===== config.mk =====
export PLATFORM = sky130hd
export DESIGN_NAME = mem_access_unit
export DESIGN_NICKNAME = d
export VERILOG_FILES = /design/src/rtl/mem_access_pkg.sv /design/src/rtl/lane_mux.sv /design/src/rtl/mem_access_unit.sv
export SDC_FILE = /design/constraint.sdc
export NUM_CORES = 1
export LEC_CHECK = 0
export ABC_AREA = 1
export BUFFER_PORTS_ARGS = -buffer_cell sky130_fd_sc_hd__buf_2
export CORE_MARGIN = 10
export CORE_UTILIZATION = 43
export CTS_CLUSTER_DIAMETER = 150
export DETAILED_ROUTE_END_ITERATION = 6
export GPL_TIMING_DRIVEN = 0
export PLACE_DENSITY_LB_ADDON = 0.2
export SKIP_CTS_REPAIR_TIMING = 1
export SYNTH_ARGS = -nofsm -noshare
export SYNTH_HDL_FRONTEND = slang
export SYNTH_SLANG_ARGS = --single-unit

===== constraint.sdc =====
create_clock -name clk -period 2.02 [get_ports clk]
set_clock_uncertainty 0.15 [all_clocks]
set_input_delay 0.101 -clock clk [delete_from_list [all_inputs] [get_ports clk]]
set_output_delay 0.101 -clock clk [all_outputs]
set_load 0.05 [all_outputs]

===== src/rtl/mem_access_pkg.sv =====
// rtl/mem_access_pkg.sv - shared constants and types for the load/store unit
package mem_access_pkg;

    localparam logic [1:0] SIZE_BYTE = 2'b00;
    localparam logic [1:0] SIZE_HALF = 2'b01;
    localparam logic [1:0] SIZE_WORD = 2'b10;

    localparam logic [1:0] ST_IDLE   = 2'd0;
    localparam logic [1:0] ST_ACCESS = 2'd1;
    localparam logic [1:0] ST_WRITE  = 2'd2;
    localparam logic [1:0] ST_DONE   = 2'd3;

    typedef enum logic [1:0] {
        IDLE   = ST_IDLE,
        ACCESS = ST_ACCESS,
        WRITE  = ST_WRITE,
        DONE   = ST_DONE
    } state_t;

    // Aligned word address holding the addressed byte
    function automatic logic [31:0] word_base(input logic [31:0] a);
        return {a[31:2], 2'b00};
    endfunction

endpackage


===== src/rtl/lane_mux.sv =====
// rtl/lane_mux.sv - sub-word load extraction/extension and store lane merge
module lane_mux
    import mem_access_pkg::*;
(
    input  logic [31:0] word,
    input  logic [15:0] wdata,
    input  logic [1:0]  lane,
    input  logic [1:0]  size,
    input  logic        sign_ext,
    output logic [31:0] load_data,
    output logic [31:0] store_data
);

    logic [7:0]  byte_lane;
    logic [15:0] half_lane;

    // Pick the addressed lane, extend it for loads, and splice new data in for stores
    always_comb begin
        byte_lane  = word[{lane, 3'b000} +: 8];
        half_lane  = word[{lane[1], 4'b0000} +: 16];
        load_data  = word;
        store_data = word;
        case (size)
            SIZE_BYTE: begin
                load_data = {{24{sign_ext & byte_lane[7]}}, byte_lane};
                store_data[{lane, 3'b000} +: 8] = wdata[7:0];
            end
            SIZE_HALF: begin
                load_data = {{16{sign_ext & half_lane[15]}}, half_lane};
                store_data[{lane[1], 4'b0000} +: 16] = wdata[15:0];
            end
            default: begin
                load_data  = word;
                store_data = word;
            end
        endcase
    end

endmodule


===== src/rtl/mem_access_unit.sv =====
// rtl/mem_access_unit.sv - load/store initiator with sub-word RMW and fault checks
module mem_access_unit
    import mem_access_pkg::*;
#(
    parameter int unsigned MEM_BYTES = 800
) (
    input  logic        clk,
    input  logic        reset,
    input  logic        req,
    input  logic        we,
    input  logic [1:0]  size,
    input  logic        sign_ext,
    input  logic [31:0] addr,
    input  logic [31:0] wdata,
    output logic        busy,
    output logic        done,
    output logic        fault,
    output logic [31:0] rdata,
    output logic [31:0] mem_address,
    output logic        mem_write_en,
    output logic [31:0] mem_write_data,
    input  logic [31:0] mem_read_data
);

    state_t      state;
    logic        we_q;
    logic [1:0]  size_q;
    logic        sign_ext_q;
    logic [31:0] addr_q;
    logic [31:0] wdata_q;
    logic [31:0] merge_q;
    logic        fault_q;

    logic [32:0] last_byte;
    logic        req_fault;
    logic [31:0] lane_word;
    logic [31:0] load_data;
    logic [31:0] store_data;

    // Fault decode on the incoming request; range check is 33 bits wide so it never wraps
    always_comb begin
        last_byte = {1'b0, word_base(addr)} + 33'd3;
        req_fault = 1'b0;
        if (size == 2'b11)                           req_fault = 1'b1;
        if (size == SIZE_HALF && addr[0])            req_fault = 1'b1;
        if (size == SIZE_WORD && addr[1:0] != 2'b00) req_fault = 1'b1;
        if (last_byte >= 33'(MEM_BYTES))             req_fault = 1'b1;
    end

    // Loads extract from live RAM data; the merge step works on the captured word
    assign lane_word = (state == WRITE) ? merge_q : mem_read_data;

    lane_mux u_lane_mux (
        .word       (lane_word),
        .wdata      (wdata_q[15:0]),
        .lane       (addr_q[1:0]),
        .size       (size_q),
        .sign_ext   (sign_ext_q),
        .load_data  (load_data),
        .store_data (store_data)
    );

    // Access sequencer: accept, read (and capture for RMW), write back, complete
    always_ff @(posedge clk) begin
        if (reset) begin
            state      <= IDLE;
            we_q       <= 1'b0;
            size_q     <= SIZE_BYTE;
            sign_ext_q <= 1'b0;
            addr_q     <= '0;
            wdata_q    <= '0;
            merge_q    <= '0;
            fault_q    <= 1'b0;
            rdata      <= '0;
        end else begin
            case (state)
                IDLE: begin
                    if (req) begin
                        we_q       <= we;
                        size_q     <= size;
                        sign_ext_q <= sign_ext;
                        addr_q     <= addr;
                        wdata_q    <= wdata;
                        fault_q    <= req_fault;
                        state      <= req_fault ? DONE : ACCESS;
                    end
                end
                ACCESS: begin
                    if (!we_q) begin
                        rdata <= load_data;
                        state <= DONE;
                    end else if (size_q == SIZE_WORD) begin
                        state <= DONE;
                    end else begin
                        merge_q <= mem_read_data;
                        state   <= WRITE;
                    end
                end
                WRITE:   state <= DONE;
                DONE:    state <= IDLE;
                default: state <= IDLE;
            endcase
        end
    end

    // RAM-side and status outputs decoded from the state register
    always_comb begin
        busy           = (state != IDLE);
        done           = (state == DONE);
        fault          = (state == DONE) & fault_q;
        mem_address    = '0;
        mem_write_en   = 1'b0;
        mem_write_data = '0;
        if (state == ACCESS) begin
            mem_address = word_base(addr_q);
            if (we_q && size_q == SIZE_WORD) begin
                mem_write_en   = !reset;
                mem_write_data = wdata_q;
            end
        end else if (state == WRITE) begin
            mem_address    = word_base(addr_q);
            mem_write_en   = !reset;
            mem_write_data = store_data;
        end
    end

endmodule


# == Word-level counts from Yosys, hierarchy flattened ==
# Cells that the tools add are included.
# classes
add_sub_neg,3
muxes,22
bitwise,5
eq_ne,9
reduce_logical,11
shift,6
order_cmp,1
# op_table
operator,count
32-bit 2-to-1 mux,6
32-bit case mux with 2 select lines,2
32-bit bitwise mux,2
"32-bit by 2-bit adder with 33-bit output, second input constant",1
"33-bit by 10-bit >= comparator with 1-bit output, second input constant",1
"16-bit by 7-bit variable shift with 32-bit output, first input constant",1
"8-bit by 7-bit variable shift with 32-bit output, first input constant",1
16-bit by 7-bit variable part select with 32-bit output,1
32-bit by 6-bit variable part select with 16-bit output,1
32-bit by 6-bit variable part select with 8-bit output,1
8-bit by 7-bit variable part select with 32-bit output,1
5-bit negator with 7-bit output,2
"2-bit equality test, second input constant",5
1-bit 2-to-1 mux,9
2-bit case mux with 4 select lines,1
"2-bit by 1-bit equality test with 1-bit output, second input constant",3
2-bit zero test,2
2-bit 2-to-1 mux,2
2-bit AND reduction,2
2-bit nonzero test,2
1-bit AND,3
1-bit logical AND,3
3-bit AND reduction,1
"2-bit inequality test, second input constant",1
2 further kinds,3
# word_totals
ff_bits,135
inputBits,103
out_inout_bits,100

# == Depth between registers and ports, before layout ==
# logic_depth
ltp_word,8
ltp_mapped,15
mapped_depth_nobuf,12

# == Hierarchy ==
# From an unflattened synthesis, not the netlist that was laid out.
# unflattened
cells_unflattened,1301
area_unflattened_um2,8167.8
# modules_own_cells
module,area_each_um2,instances,cells_per_inst
mem_access_unit,5973.2,1,860
lane_mux,2194.6,1,441

# == Worst setup path after synthesis ==
# No wires, ideal clock.
# synth_path
kind,reg2out
startpoint,register addr_q[1]
endpoint,output port mem_write_data[19]
setup_slack_ns,-1.220
t_arrival_ns,2.989
stages_incl_launch_ff,12
cell_sequence,dfxtp_1 > buf_4 > inv_2 > buf_4 > buf_2 > ha_1 > inv_1 > nor3_1 > inv_1 > o21ai_0 > a21oi_1 > o21ai_0
# synth_via
elab_chain_len,6
# synth_rtl
element,line,source
from (decl),mem_access_unit.sv:29,logic [31:0] addr_q;
from (signal assigned),mem_access_unit.sv:82,addr_q <= addr;
5-bit negator with 7-bit output (on tied branches),"lane_mux.sv:30, lane_mux.sv:26",
16-bit by 7-bit variable part select with 32-bit output (tied with other cells),lane_mux.sv:30,"store_data[{lane[1], 4'b0000} +: 16] = wdata[15:0];"
32-bit bitwise mux (on tied branches),"lane_mux.sv:30, lane_mux.sv:26",
32-bit case mux with 2 select lines *,lane_mux.sv:23,case (size)
32-bit 2-to-1 mux *,mem_access_unit.sv:120,end else if (state == WRITE) begin
32-bit 2-to-1 mux *,mem_access_unit.sv:114,if (state == ACCESS) begin
to (decl),mem_access_unit.sv:21,"output logic [31:0] mem_write_data,"
# Mark *: on every way between the ends. The rest lies on a longest branch, timed or not.

# == Final worst setup path ==
# layout_path
startpoint,register addr_q[1]
endpoint,output port mem_write_data[22]
# Same word-level chain as after synthesis.

==> results.txt <==
CP max FO - 5
Worst Hold Class - input port to flop
max cap viols - 0
DR DRC count - 7
chip height - 152 µm
crit path capture type - primary output
Core Region - 17200 µm²
Final min period - 2.82 ns
worst slew pin tran - 0.868 ns
pwr dens - 1560 nW/µm²
length of the first detailed-routing pass in iterations - 7
fin util - 0.744
Skew-Pair Late Insertion Delay - 0.43 ns
Post-Layout Inst Area - 12800 µm²
Setup Crit Path Kind - flop to primary output
I/O Pins - 203
syn avg cell area - 6.45 µm²
status - complete, but fails checks
setup TNS - -29.17 ns
Syn Inst Count - 1163
share of cells above drive strength 1 - 0.352
# rows - 48
failing checks - design-rule violations, negative setup slack
vias in the first global route - 8410
Setup violations, final - 88
final non-filler cell total - 1784
library cells used by synthesis - 39
unrepaired setup endpoints after global routing - true
Nets - 1655
pin count of the biggest net entering global routing - 17
DR iter-0 viols - 1011
part of the Yosys area used for sequential elements - 0.360
Max VDD drop - 0.000923 V
full die area - 23100 µm²
TritonCTS clock tree - built
H-tree lvl count - 4
Inst Count DP - 1589
initial antenna violation count - 4
pre-CTS WS - -0.905 ns
# clock sinks - 135
hold_ws - 0.136 ns
Synth Cell Area - 7500 µm²
total track usage - 0.257
grt total ovfl - 0
Placer Congestion - 1.01
Clock transition at path regs - 0.06 ns
CTS buffer count - 17
number of I/O port buffers - 200
fillers - 1254
number of synthesized register bits - 135
Routed WL - 38100 µm
Leak - 5.62 nW
Peak Freq - 0.355 GHz
first-pass GRT wire length - 47800 µm
clk buf depth - 2
Required @ worst endpoint - 1.77 ns
die width - 152 µm
vias post-DR - 10081
crit start category - flop
hpwl dp - 24900 µm
Initial Utilization - 0.437
Worst EP arrival - 2.57 ns
Slew HR - 0.422
DR WL/cell - 21.4 µm
Root Buffer - clkbuf_16
Cell Area, Placed - 9120 µm²
antenna-violating nets left - 0
PnR Total Power - 19.9 mW
vias per cell - 5.65
post-route setup slack - -0.800 ns
fin. max-slew vios - 0
Final period util - 1.40
Syn. warnings - 0
Syn-to-layout area delta - 70.5%
final hold violation count - 0
## critical path, cell delays in order, from the launching register on
cell	delay (ns)
dfxtp_2	0.34
buf_6	0.12
inv_4	0.03
buf_8	0.11
buf_12	0.13
ha_4	0.30
inv_4	0.04
nor3_4	0.28
inv_2	0.12
nor3_2	0.17
o211ai_1	0.21
nand2_2	0.13
buf_8	0.15
## cell families (layout without fill, tap and decap cells)
family / Yosys count / count (layout) / share of synthesized area
AND/OR/NAND/NOR: 433 / 434 / 0.234
multiplexers: 2 / 2 / 0.00267
AO/OA/AOI/OAI: 370 / 370 / 0.269
other: 1 / 6 / 0.000500
buffers and inverters: 212 / 602 / 0.117
flip-flops: 135 / 135 / 0.360
adder cells (fa/ha/maj): 10 / 10 / 0.0167
## per-layer routing
metal	global-route usage	wire, µm	vias to the layer above
met5	0	0	-
met4	0.0862	1720	0
met3	0.0641	3840	146
met2	0.410	17700	669
met1	0.332	14900	4646
li1	-	-	4620
## cell type report
| cell class | count | area (µm²) | share of cell area |
|---|---|---|---|
| timing repair inverter | 1 | 7.51 | 0.000587 |
| multi-input combinational | 818 | 5050 | 0.395 |
| inverter | 135 | 553 | 0.0433 |
| clock inverter | 12 | 118 | 0.00920 |
| clock buffer | 20 | 457 | 0.0357 |
| tap | 225 | 282 | 0.0220 |
| antenna | 4 | 10.0 | 0.000783 |
| timing repair buffer | 358 | 3040 | 0.237 |
| buffer | 76 | 562 | 0.0439 |
| sequential | 135 | 2710 | 0.212 |
## worst paths after layout
path / from / slack [ns] / endpoint / cells past startpoint
max: addr_q[1]$_SDFFE_PP0P_ / -0.80 / mem_write_data[22] / 12
min: reset / 0.14 / rdata[18]$_SDFFE_PP0P_ / 5
max reg2reg: state[0]$_SDFFE_PP0P_ / -0.22 / rdata[13]$_SDFFE_PP0P_ / 15
min reg2reg: rdata[15]$_SDFFE_PP0P_ / 0.31 / rdata[15]$_SDFFE_PP0P_ / 2
## synthesized netlist by cell type, drive strengths merged
cell type	n	area, µm²
nand3	35	175
ha	10	125
o21a	1	7.51
a22oi	6	45.0
and2	1	6.26
dfxtp	135	2700
nand4	8	65.1
mux2i	2	20.0
o21ai	207	1040
a31oi	4	25.0
conb	1	3.75
a21oi	108	541
a32oi	2	17.5
o221ai	10	87.6
inv	133	504
clkbuf	44	165
o22ai	4	25.0
nor2	180	696
o2111ai	7	61.3
a32o	1	10.0
buf	33	201
o211ai	16	120
nand2	201	769
or2	1	6.26
clkinv	2	7.51
a221oi	4	41.3
nor3	7	35.0
## state kept, by name, indices dropped and copies added (netlist names)
register and cells:
addr_q 32, fault_q 1, merge_q 32, rdata 32, sign_ext_q 1, size_q 2
state 2, wdata_q 32, we_q 1
## layout by cell type (no fill, tap or decap), types with 40 or more instances in the layout
cell and instances:
nand2_1 154, buf_2 147, o21ai_0 141, nor2_1 134, dfxtp_1 129, inv_1 113, dlygate4sd3_1 101, a21oi_1 99
buf_6 73, buf_4 40
## power breakdown
group	leakage (nW)	internal, mW	switching, mW	total [mW]
Clock	0.270	1.77	1.31	3.08
Sequential	1.11	3.41	0.514	3.92
Combinational	4.24	4.58	8.37	12.9
Total	5.62	9.76	10.2	19.9
Note: power is estimated with default switching activity, not from simulation.
